File: src/rtl/spi_burst_slave.sv
`default_nettype none
// ============================================================================
// Module      : spi_burst_slave
// Description : SPI slave front-end bridging a serial master to a register
//               bank, with auto-incrementing read/write bursts.
// Revision    : 1.0 - initial release
// ============================================================================
module spi_burst_slave #(
    parameter int ADDR_WIDTH = 8,
    parameter int DATA_WIDTH = 8,
    parameter int CNT_WIDTH  = 8,
    parameter int ADDR_INC   = 1
) (
    input  logic                  SCLK,
    input  logic                  RST,
    input  logic                  SS,
    input  logic                  MOSI,
    input  logic [DATA_WIDTH-1:0] Rd_Data,
    output logic                  MISO,
    output logic                  MISO_OE,
    output logic                  Wr_EN,
    output logic                  Rd_EN,
    output logic [ADDR_WIDTH-1:0] Address,
    output logic [DATA_WIDTH-1:0] Wr_Data,
    output logic                  Busy,
    output logic [CNT_WIDTH-1:0]  Word_Cnt,
    output logic                  Frame_Err
);

    localparam int c_max_w = (ADDR_WIDTH > DATA_WIDTH) ? ADDR_WIDTH : DATA_WIDTH;
    localparam int c_bit_w = $clog2(c_max_w);

    localparam logic [c_bit_w-1:0]    c_addr_last = c_bit_w'(ADDR_WIDTH - 1);
    localparam logic [c_bit_w-1:0]    c_data_last = c_bit_w'(DATA_WIDTH - 1);
    localparam logic [c_bit_w-1:0]    c_one       = c_bit_w'(1);
    localparam logic [ADDR_WIDTH-1:0] c_addr_step = ADDR_WIDTH'(ADDR_INC);

    localparam logic [2:0] c_st_idle   = 3'd0;
    localparam logic [2:0] c_st_opcode = 3'd1;
    localparam logic [2:0] c_st_addr   = 3'd2;
    localparam logic [2:0] c_st_wdata  = 3'd3;
    localparam logic [2:0] c_st_rdata  = 3'd4;

    logic [2:0]            r_state;
    logic                  r_rw;
    logic [c_bit_w-1:0]    r_bit_cnt;
    logic [ADDR_WIDTH-2:0] r_addr_sr;
    logic [DATA_WIDTH-2:0] r_shift;
    logic [ADDR_WIDTH-1:0] r_next_addr;

    logic [ADDR_WIDTH-1:0] w_addr_full;
    logic [DATA_WIDTH-1:0] w_word_full;
    logic [CNT_WIDTH-1:0]  w_cnt_inc;

    assign w_addr_full = {r_addr_sr, MOSI};
    assign w_word_full = {r_shift, MOSI};
    assign w_cnt_inc   = (Word_Cnt == {CNT_WIDTH{1'b1}}) ? Word_Cnt : Word_Cnt + 1'b1;

    always_ff @(posedge SCLK) begin
        if (!RST) begin
            r_state     <= c_st_idle;
            r_rw        <= 1'b0;
            r_bit_cnt   <= '0;
            r_addr_sr   <= '0;
            r_shift     <= '0;
            r_next_addr <= '0;
            MISO        <= 1'b0;
            MISO_OE     <= 1'b0;
            Wr_EN       <= 1'b0;
            Rd_EN       <= 1'b0;
            Address     <= '0;
            Wr_Data     <= '0;
            Busy        <= 1'b0;
            Word_Cnt    <= '0;
            Frame_Err   <= 1'b0;
        end else begin
            Wr_EN     <= 1'b0;
            Rd_EN     <= 1'b0;
            Frame_Err <= 1'b0;
            if (SS) begin
                // A write word counts as partial once any of its bits has arrived
                if (r_state == c_st_opcode || r_state == c_st_addr ||
                    (r_state == c_st_wdata && r_bit_cnt != c_data_last))
                    Frame_Err <= 1'b1;
                r_state  <= c_st_idle;
                Busy     <= 1'b0;
                MISO     <= 1'b0;
                MISO_OE  <= 1'b0;
                Word_Cnt <= '0;
            end else begin
                case (r_state)
                    c_st_idle: begin
                        if (MOSI) begin
                            r_state <= c_st_opcode;
                            Busy    <= 1'b1;
                        end
                    end
                    c_st_opcode: begin
                        r_rw      <= MOSI;
                        r_bit_cnt <= c_addr_last;
                        r_state   <= c_st_addr;
                    end
                    c_st_addr: begin
                        r_addr_sr <= w_addr_full[ADDR_WIDTH-2:0];
                        if (r_bit_cnt == '0) begin
                            Address <= w_addr_full;
                            if (r_rw) begin
                                // Word 0 is requested now; the pointer moves on to word 1
                                r_next_addr <= w_addr_full + c_addr_step;
                                Rd_EN       <= 1'b1;
                                r_bit_cnt   <= '0;
                                r_state     <= c_st_rdata;
                            end else begin
                                r_next_addr <= w_addr_full;
                                r_bit_cnt   <= c_data_last;
                                r_state     <= c_st_wdata;
                            end
                        end else begin
                            r_bit_cnt <= r_bit_cnt - 1'b1;
                        end
                    end
                    c_st_wdata: begin
                        r_shift <= w_word_full[DATA_WIDTH-2:0];
                        if (r_bit_cnt == '0) begin
                            Wr_Data     <= w_word_full;
                            Address     <= r_next_addr;
                            r_next_addr <= r_next_addr + c_addr_step;
                            Wr_EN       <= 1'b1;
                            Word_Cnt    <= w_cnt_inc;
                            r_bit_cnt   <= c_data_last;
                        end else begin
                            r_bit_cnt <= r_bit_cnt - 1'b1;
                        end
                    end
                    c_st_rdata: begin
                        if (r_bit_cnt == '0) begin
                            r_shift   <= Rd_Data[DATA_WIDTH-2:0];
                            MISO      <= Rd_Data[DATA_WIDTH-1];
                            MISO_OE   <= 1'b1;
                            r_bit_cnt <= c_data_last;
                            // MISO_OE already set marks a reload, i.e. a word just finished
                            if (MISO_OE)
                                Word_Cnt <= w_cnt_inc;
                        end else begin
                            MISO      <= r_shift[DATA_WIDTH-2];
                            r_shift   <= r_shift << 1;
                            r_bit_cnt <= r_bit_cnt - 1'b1;
                            if (r_bit_cnt == c_one) begin
                                Rd_EN       <= 1'b1;
                                Address     <= r_next_addr;
                                r_next_addr <= r_next_addr + c_addr_step;
                            end
                        end
                    end
                    default: r_state <= c_st_idle;
                endcase
            end
        end
    end

endmodule
`default_nettype wire

File: config.mk
export PLATFORM = sky130hd
export DESIGN_NAME = spi_burst_slave
export DESIGN_NICKNAME = d
export VERILOG_FILES = /design/src/rtl/spi_burst_slave.sv
export SDC_FILE = /design/constraint.sdc
export NUM_CORES = 1
export LEC_CHECK = 0
export BUFFER_PORTS_ARGS = -buffer_cell sky130_fd_sc_hd__buf_2
export CORE_AREA = 2 2 67 84
export CTS_CLUSTER_DIAMETER = 100
export CTS_CLUSTER_SIZE = 30
export DETAILED_ROUTE_END_ITERATION = 10
export DIE_AREA = 0 0 69 86
export PLACE_DENSITY = 0.84
export SYNTH_ARGS = -nofsm -noshare
export SYNTH_HDL_FRONTEND = slang
export SYNTH_SLANG_ARGS = --single-unit
File: constraint.sdc
create_clock -name SCLK -period 3.2 [get_ports SCLK]
set_input_delay 0 -clock SCLK [delete_from_list [all_inputs] [get_ports SCLK]]
set_output_delay 0 -clock SCLK [all_outputs]
set_load 0.005 [all_outputs]
Word level (Yosys, flattened, before mapping)
Cells that the tools add are included.

word-level totals
  bits in read-only memories = 0
  input bits = 12
  output and inout port bits = 30
  register bits = 59
  memories = 0
  bits in latches = 0
  memory bits (writable) = 0
  logic and storage cells = 93

cells by class
  bitwise gates (word level) = 4
  multipliers = 0
  order comparisons = 0
  div/mod/pow operators = 0
  mux-type cells = 34
  $add $sub $neg = 4
  shift operators = 0
  reduce and logical (&&, ||, !) cells = 22
  equality and inequality tests = 14

operator list
  cell                 number
  $mux 8               13
  $pmux 8 s3           2
  $add 8x1->8 const B  3
  $mux 3               6
  $pmux 8 s2           1
  $pmux 7 s2           1
  $reduce_and 2->1     7
  $pmux 3 s4           1
  $ne 2x2->1 const B   5
  $pmux 3 s3           1
  $eq 8x8->1 const B   1
  $mux 1               7
  $mux 7               1
  $eq 3x1->1 const B   2
  $eq 3x2->1 const B   2
  $logic_not 3->1      2
  $reduce_and 3->1     2
  $reduce_and 6->1     1
  $reduce_bool 3->1    2
  $ne 2x1->1 const B   2
  $not 1->1            4
  $reduce_and 4->1     1
  $reduce_or 2->1      2
  $eq 3x3->1 const B   1
  other kinds (7)      8

Longest topological paths before layout
Gate-level depths: netlist (run 1).

  depth after elaboration = 5
  depth in mapped cells = 7
  mapped depth without buffers = 6

Least setup slack after synthesis (run 1)
No wires, ideal clock.

  kind = reg-to-reg
  start point = reg r_bit_cnt[0]
  end point = reg r_next_addr[5]
  clock period less this slack = 2.184 ns
  required time = 3.063 ns
  cell stages (with the launch flop) = 7
  data arrival time = 2.047 ns
  buffers on the path = 0
  setup time = 0.137 ns
  slack = 1.016 ns
  cells stage by stage = dfxtp_1 -> inv_1 -> ha_1 -> or4bb_1 -> a221o_1 -> nor4_1 -> a2111oi_2

between the ends
  word-level cells in the longest chain between the ends = 3
  elaborated cells between the ends (all ways) = 7

RTL lines
  what                                                       RTL line  source
  from (decl)                                                46        logic [c_bit_w-1:0] r_bit_cnt;
  from (signal assigned)                                     100       r_bit_cnt <= c_addr_last;
  from (signal assigned)                                     115       r_bit_cnt <= c_data_last;
  from (signal assigned)                                     119       r_bit_cnt <= r_bit_cnt - 1'b1;
  $eq 3x1->1 / $logic_not 3->1 (equally long branches)       -
  $ne 2x2->1 (no line) / $ne 2x1->1 (equally long branches)  -
  $reduce_and 6->1 (no line) (*)                             -
  to (signal assigned)                                       114       r_next_addr <= w_addr_full;
  to (signal assigned)                                       127       r_next_addr <= r_next_addr + c_addr_step;
  to (signal assigned)                                       151       r_next_addr <= r_next_addr + c_addr_step;
  to (decl)                                                  49        logic [ADDR_WIDTH-1:0] r_next_addr;

Mark *: on every way between the ends. The rest lies on a longest branch, timed or not.
A chain may end at the register's enable or synchronous reset.

Worst setup path in the final report (run 1)
Same ends and word-level chain as after synthesis.

==> out/results.md, run 1 <==
Critical path
- flip-flop — CP Launch Type
- 0.79 ns — flop2flop setup slack
- flip-flop — Crit. End Element
- 2.66 ns — arrival time of the worst setup path
- 3.45 ns — data required time of the worst path
- 26 — worst-path fanout max
- reg -> reg — class of the most critical setup path

Detailed routing
- 0 — DRC violation count after routing
- 0 — Antenna Nets Post-Route
- 241 — drt initial violations
- 7.29 mm — WL final
- 15.5 um — drt wl/cell
- 2889 — via total after detailed routing
- 5 — number of detailed-route iterations in the first pass
- 6.13 — per-cell via count in the routed design

Pwr
- 1.64 mW — Final Power
- 1.37 nW — Leak Pwr
- 0.000259 V — largest vdd supply drop
- 458 nW/um2 — PD cells

Place
- 446 — cell count after placement
- 4.72 mm — Final HPWL DP
- 0.904 — weighted congestion at the end of routability-driven global placement
- 41 — IO buf count

CTS
- yes — CTS tree
- 0 — number of buffers inserted to repair setup after CTS
- 0.07 ns — Clk pin slew, worst setup/hold paths
- 3 — CTS H-Tree Depth
- 9 — number of buffers added by the clock tree synthesis step
- 59 — Sink Count
- clkbuf_8 — clock root buffer master
- 2 — buffer depth of the longest clock path
- 0.35 ns — later-pin clock latency in the skew report

Synth
- 39.0% — sequential-to-total area share from yosys stat
- 362 — synthesized netlist cell count
- 8.36 um2 — average size of a mapped cell
- 63 — count of distinct cell types in the synthesized netlist
- 381 — total nets after synthesis
- 59 — register bit count reported by yosys
- 0 — count of flip-flops with a built-in enable after synthesis
- dfxtp_1 — main flop type after synthesis
- dfxtp_1 — cell type contributing the most total cell area after synthesis
- 59 x dfxtp_1, 56 x nand2_1, 38 x nor2_1 — most instantiated cells after synthesis
- 0% — Synth async-reset ratio
- 39.0% — top-area cell type share of the netlist area
- dfxtp_1 — library cell with the highest instance count after synthesis
- 3030 um2 — Mapped Area
- dfxtp_1 39%, nand2_1 6.9%, nor2_1 4.7% — top area cells in the synthesized netlist
- 0 — number of warnings reported in the yosys synthesis log

Floorplan
- 42 — Ports
- 29 — number of placement rows
- 86 um — DIE HEIGHT
- 5080 um2 — core area
- 5930 um2 — die area
- 59.6% — initial core utilization
- 69 um — DIE WIDTH

Min path
- in -> reg — Hold Path Class

Cells and area
- 471 — non-filler instance count after layout
- 423 — Layout Nets
- 70.2% — share of the core filled with cells
- 0 — antenna diode instance count
- 17.9% — relative area change from synthesis to final layout
- 19.3% — share of post-route cells with drive strength above 1

GRT
- 2608 — number of global-route vias before repair
- 29.1% — routing usage on met1
- 7.17% — met3 global-route usage
- 0 — initial antenna violation count
- 12.0 mm — wire length of the first global-routing pass
- 24.9% — GRT Util Overall
- 42.3% — GR Layer Usage met2
- met2 — busiest layer in global routing
- 38 — maximum number of pins on one net before global-route repair
- 0 — GR Overflow Total

STA
- 0.731 ns — slew of the pin with the lowest slew margin
- 0 ns — Setup Total Neg Slack
- false — unrepaired setup endpoints after global routing
- 0 — count of final setup violators
- 75.2% — post-route fraction of the period consumed by the critical path
- 0 — final hold violation count
- 2.41 ns — shortest clock period the worst path allows after layout
- 0.00932 ns — worst-case clock skew
- 50.9% — worst slew slack as a fraction of its limit
- 415 MHz — fmax
- 0.0221 ns — hold slack final
- 0 — final-report max-slew violation count

Status
- completed — outcome

Job
- 0 — max-cap check violation count

-- where the power goes --
group,internal (mW),switching (mW),total [mW]
combinational,0.0357,0.0537,0.0894
clock,0.483,0.313,0.796
sequential,0.741,0.00953,0.750
total,1.26,0.376,1.64
-- final cells by class --
class / instances / area (um2)
clock buffer: 11 / 151
timing repair buffer: 55 / 333
clock inverter: 5 / 85.1
multi-input combinational: 272 / 1710
inverter: 7 / 26.3
tap: 62 / 77.6
fill: 391 / 1510
sequential: 59 / 1180
-- per-layer routing --
metal  routed length, um  vias up  part of all wire [%]
met2                3600      104                    49
met3                 479       17                   6.6
met4                 157        0                   2.2
met5                   0        -                     0
met1                3050     1350                    42
li1                    -     1418                     -
-- kinds of logic after synthesis --
kind of cell / count (synthesis) / synth area share (%)
buf+inv: 31 / 4.34
compound gates: 93 / 23.7
simple gates: 156 / 24.9
xor+xnor: 4 / 1.16
fa+ha+maj: 7 / 2.89
flops: 59 / 39.0
mux: 12 / 3.97
-- critical path, cell delays in order (launching register included) --
cell and delay (ns):
dfxtp_1 0.40, inv_1 0.08, ha_1 0.28, or4bb_1 0.57, a221oi_4 0.24, buf_4 0.33, a21oi_1 0.14, a2111oi_2 0.27
-- state kept, by name (all words and copies together), names as in the netlist, 3 cells and up --
signal and cells:
r_bit_cnt 3, r_next_addr 8, r_addr_sr 7, Word_Cnt 8
r_state 3, Wr_Data 8, Address 8, r_shift 7
-- stage by stage --
stage	worst slack (ns)	instance area (um2)
CTS	0.801	3570
floorplan	1.02	3030
global placement	0.891	3240
global route	0.559	3570
detailed placement	0.796	3240
finish	0.792	3570
-- worst paths after layout --
path,endpoint,cells after the start,start
worst min register to register,Busy$_SDFFE_PP0P_,2,Busy$_SDFFE_PP0P_
worst max register to register,r_next_addr[5]$_SDFFE_PN0P_,7,r_bit_cnt[0]$_SDFFE_PN0P_
worst min-delay path,r_next_addr[6]$_SDFFE_PN0P_,2,RST
worst max-delay path,r_next_addr[5]$_SDFFE_PN0P_,7,r_bit_cnt[0]$_SDFFE_PN0P_
-- repair_timing --
item | in CTS | in global routing
resized for setup | 0 | 0
hold buffers | 9 | 0
hold endpoints to repair | 9 | 0
-- cells in the final DEF (no fill, tap or decap), types with 2 or more instances in the layout --
cell type / instances
a31oi_1: 2
a211oi_1: 5
nor3_1: 6
and2_1: 2
o221a_2: 2
nand2b_1: 4
ha_1: 7
o22ai_1: 2
or2_2: 2
bufinv_16: 2
buf_4: 5
and4_1: 2
a311oi_2: 6
nand3_1: 15
a311oi_1: 10
nor4_1: 5
o32ai_1: 2
mux2i_1: 12
buf_2: 41
xnor2_1: 4
nor2b_1: 4
dfxtp_1: 59
clkbuf_8: 11
o21ai_0: 7
nor2_1: 38
o211ai_1: 6
a22oi_1: 2
o21a_1: 3
nand2_1: 56
clkinv_4: 2
or4_1: 3
nand3b_1: 2
nand4_1: 7
dlygate4sd3_1: 9
inv_1: 6
a21oi_1: 28
No activity file was read; power rests on OpenSTA's default activity.
==> inputs of run 2 (changes only) <==
==> config.mk (replaced) <==
export PLATFORM = sky130hd
export DESIGN_NAME = spi_burst_slave
export DESIGN_NICKNAME = d
export VERILOG_FILES = /design/src/rtl/spi_burst_slave.sv
export SDC_FILE = /design/constraint.sdc
export NUM_CORES = 1
export LEC_CHECK = 0
export ABC_AREA = 1
export BUFFER_PORTS_ARGS = -buffer_cell sky130_fd_sc_hd__buf_2
export CORE_AREA = 2 2 69 88
export CTS_CLUSTER_DIAMETER = 100
export CTS_CLUSTER_SIZE = 30
export DETAILED_ROUTE_END_ITERATION = 10
export DIE_AREA = 0 0 71 90
export PLACE_DENSITY = 0.79
export SYNTH_ARGS = -nofsm -noshare
export SYNTH_HDL_FRONTEND = slang
export SYNTH_SLANG_ARGS = --single-unit
==> constraint.sdc (replaced) <==
create_clock -name SCLK -period 2.4 [get_ports SCLK]
set_input_delay 0 -clock SCLK [delete_from_list [all_inputs] [get_ports SCLK]]
set_output_delay 0 -clock SCLK [all_outputs]
set_load 0.005 [all_outputs]
==> out/results.md, run 2 <==
Pwr
- 1.50 mW — Internal Power
- 25.7% — switching share of power
- 568 nW/um2 — PD cells
- 51.3% — share of power burned in registers
- 0.519 mW — switching power of the nets
- 0.000463 V — largest vdd supply drop
- 1.69 nW — Leak Pwr
- 38.4% — proportion of power drawn by the clock network
- 10.3% — Combinational Power Share

Cells and area
- 63.2% — share of the core filled with cells
- 15.7% — relative area change from synthesis to final layout
- 532 — Layout Nets
- 105 x nand2_1, 68 x nor2_1, 59 x dfxtp_1 — highest-count cells in the layout ignoring fill and taps
- nand2_1 — commonest non-fill, non-tap cell in the layout
- 15.3% — share of post-route cells with drive strength above 1
- 0 — antenna diode instance count
- 544 — count of fill cells added during filler insertion

Synth
- 38.4% — sequential-to-total area share from yosys stat
- 3070 um2 — Mapped Area
- 0 — count of flip-flops with a built-in enable after synthesis
- dfxtp_1 38%, nand2_1 13%, nor2_1 8.3% — top area cells in the synthesized netlist
- dfxtp_1 — cell type contributing the most total cell area after synthesis
- 0% — Synth async-reset ratio
- 0 — number of warnings reported in the yosys synthesis log
- 6.63 um2 — average size of a mapped cell
- dfxtp_1 — main flop type after synthesis
- 105 x nand2_1, 68 x nor2_1, 59 x dfxtp_1 — most instantiated cells after synthesis
- 464 — synthesized netlist cell count
- 38.4% — top-area cell type share of the netlist area
- 483 — total nets after synthesis
- 28 — count of distinct cell types in the synthesized netlist
- 59 — register bit count reported by yosys
- nand2_1 — library cell with the highest instance count after synthesis

Place
- 4.98 mm — Final HPWL DP
- 0.920 — weighted congestion at the end of routability-driven global placement
- 41 — IO buf count
- 0.593 ns — setup slack at placement

STA
- 0 ns — Setup Total Neg Slack
- 551 MHz — fmax
- 0 — count of final setup violators
- 0 — final hold violation count
- false — unrepaired setup endpoints after global routing
- 1.81 ns — shortest clock period the worst path allows after layout
- 0.591 ns — slew of the pin with the lowest slew margin
- 0.00906 ns — worst-case clock skew
- 75.6% — post-route fraction of the period consumed by the critical path
- 0.585 ns — post-route worst setup slack
- 0 — final-report max-slew violation count
- 60.5% — worst slew slack as a fraction of its limit

CTS
- 0 — post-cts repair resize count
- 59 — Sink Count
- 0.06 ns — Clk pin slew, worst setup/hold paths
- 2 — buffer depth of the longest clock path
- yes — CTS tree
- clkbuf_8 — clock root buffer master
- 0.34 ns — later-pin clock latency in the skew report
- 9 — number of buffers added by the clock tree synthesis step
- 3 — CTS H-Tree Depth

Critical path
- compound AO/OA/AOI/OAI gates — family with the most delay on the worst path
- 0.51 ns — delay contributed by the slowest stage of the critical path
- r_state[1]$_SDFFE_PP0P_ — timing endpoint of the critical path
- dfxtp_1 — critical-path cell with the highest stage delay
- reg -> reg — class of the most critical setup path
- 0 — buffers plus inverters on the worst setup path
- 0.59 ns — flop2flop setup slack
- 5 — total number of cells along the worst setup path
- r_state[2]$_SDFFE_PP0P_ — launch point of the worst path
- 2.62 ns — data required time of the worst path
- r_state[2]$_SDFFE_PP0P_ — RR Startpoint
- 21 — worst-path fanout max
- flip-flop — Crit. End Element
- o21ai_0 -> nand2_1 -> o211ai_1 -> o21ai_0 -> nor2_1 — CP cell instances
- r_state[1]$_SDFFE_PP0P_ — Reg2Reg Capture Point
- o21ai_0 — cell with the most instances on the worst path
- flip-flop — CP Launch Type
- 2.04 ns — arrival time of the worst setup path
- 5 — worst reg2reg path depth

GRT
- 0 — initial antenna violation count
- 37 — maximum number of pins on one net before global-route repair
- 12.4 mm — wire length of the first global-routing pass
- 0 — GR Overflow Total
- 23.8% — GRT Util Overall
- 2938 — number of global-route vias before repair

Detailed routing
- 384 um — routed wl met3
- 3.48 mm — met2 WL
- 3.17 mm — length of routed wiring on met1
- 12.3 um — drt wl/cell
- 4 — number of detailed-route iterations in the first pass
- 210 — drt initial violations
- 3054 — via total after detailed routing
- 7.17 mm — WL final
- 0 — DRC violation count after routing
- 0 — Antenna Nets Post-Route
- met4 — uppermost routed layer
- 5.25 — per-cell via count in the routed design

Min path
- Rd_Data[1] — hold path start
- in -> reg — Hold Path Class

Floorplan
- 5620 um2 — core area
- 6390 um2 — die area
- 71 um — DIE WIDTH
- 90 um — DIE HEIGHT
- 42 — Ports
- 54.7% — initial core utilization
- 31 — number of placement rows

Job
- 0 — max-cap check violation count

Status
- completed — outcome

[run 2: cell types whose count changed after synthesis, sizes merged, moves of 16 or more]
cell / delta
a311oi: -16
inv: +47
nand2: +56
nand3: +20
nor2: +35
o21ai: +46
[run 2: final cells by class]
type	instances	area, um2	area share [%]
timing repair buffer	52	310	8.73
inverter	54	203	5.70
clock buffer	11	151	4.26
clock inverter	3	15.0	0.422
multi-input combinational	337	1610	45.4
sequential	59	1180	33.2
tap	66	82.6	2.32
[run 2: power groups by stage]
stage	clock network (mW)	registers, mW	logic (mW)
floorplan	0	1.05	0.142
global placement	0	1.05	0.187
detailed placement	0	1.06	0.195
CTS	0.790	1.04	0.207
global route	0.834	1.04	0.237
finish	0.775	1.04	0.208
[run 2: cells by family after synthesis]
family | Yosys count | synth area share [%]
flip-flops | 59 | 38.4
XOR/XNOR | 3 | 0.855
AND/OR/NAND/NOR | 227 | 31.5
buffers and inverters | 68 | 9.12
AO/OA/AOI/OAI | 100 | 17.2
adder cells (fa/ha/maj) | 7 | 2.85
[run 2: how the worst min path moves through the flow]
stage,to,slack (ns),cells after the start
after floorplan,Frame_Err$_SDFF_PN0_,0.14,2
after global routing,r_shift[1]$_SDFFE_PN0P_,0.04,5
after detailed placement,MISO$_SDFFE_PP0N_,0.29,3
after CTS,r_shift[1]$_SDFFE_PN0P_,0.01,5
after global placement,MISO$_SDFFE_PP0N_,0.27,3
final,r_shift[1]$_SDFFE_PN0P_,0.02,5
[run 2: tightest hold or removal path, stage by stage]
cell	delay, ns
buf_2	0.07
nand2_1	0.05
o211ai_1	0.10
nand2_1	0.06
inv_1	0.04
[run 2: stage by stage]
stage,hold WS [ns],power (mW),std cells,instance area [um2]
2_1_floorplan,0.141,1.19,464,3070
3_3_place_gp,0.267,1.24,559,3300
3_5_place_dp,0.290,1.25,559,3300
4_1_cts,0.0127,2.03,582,3560
5_1_grt,0.0436,2.11,582,3560
6_report,0.0190,2.02,582,3560
[run 2: per-layer routing]
layer	track usage (%)	up-vias
met2	38.0	78
met5	0	-
li1	-	1592
met1	28.9	1372
met4	14.2	0
met3	5.04	12
[run 2: timing repair]
action	CTS	global route
setup buffers	0	0
endpoints found under the hold margin	9	0
hold buffers	9	0
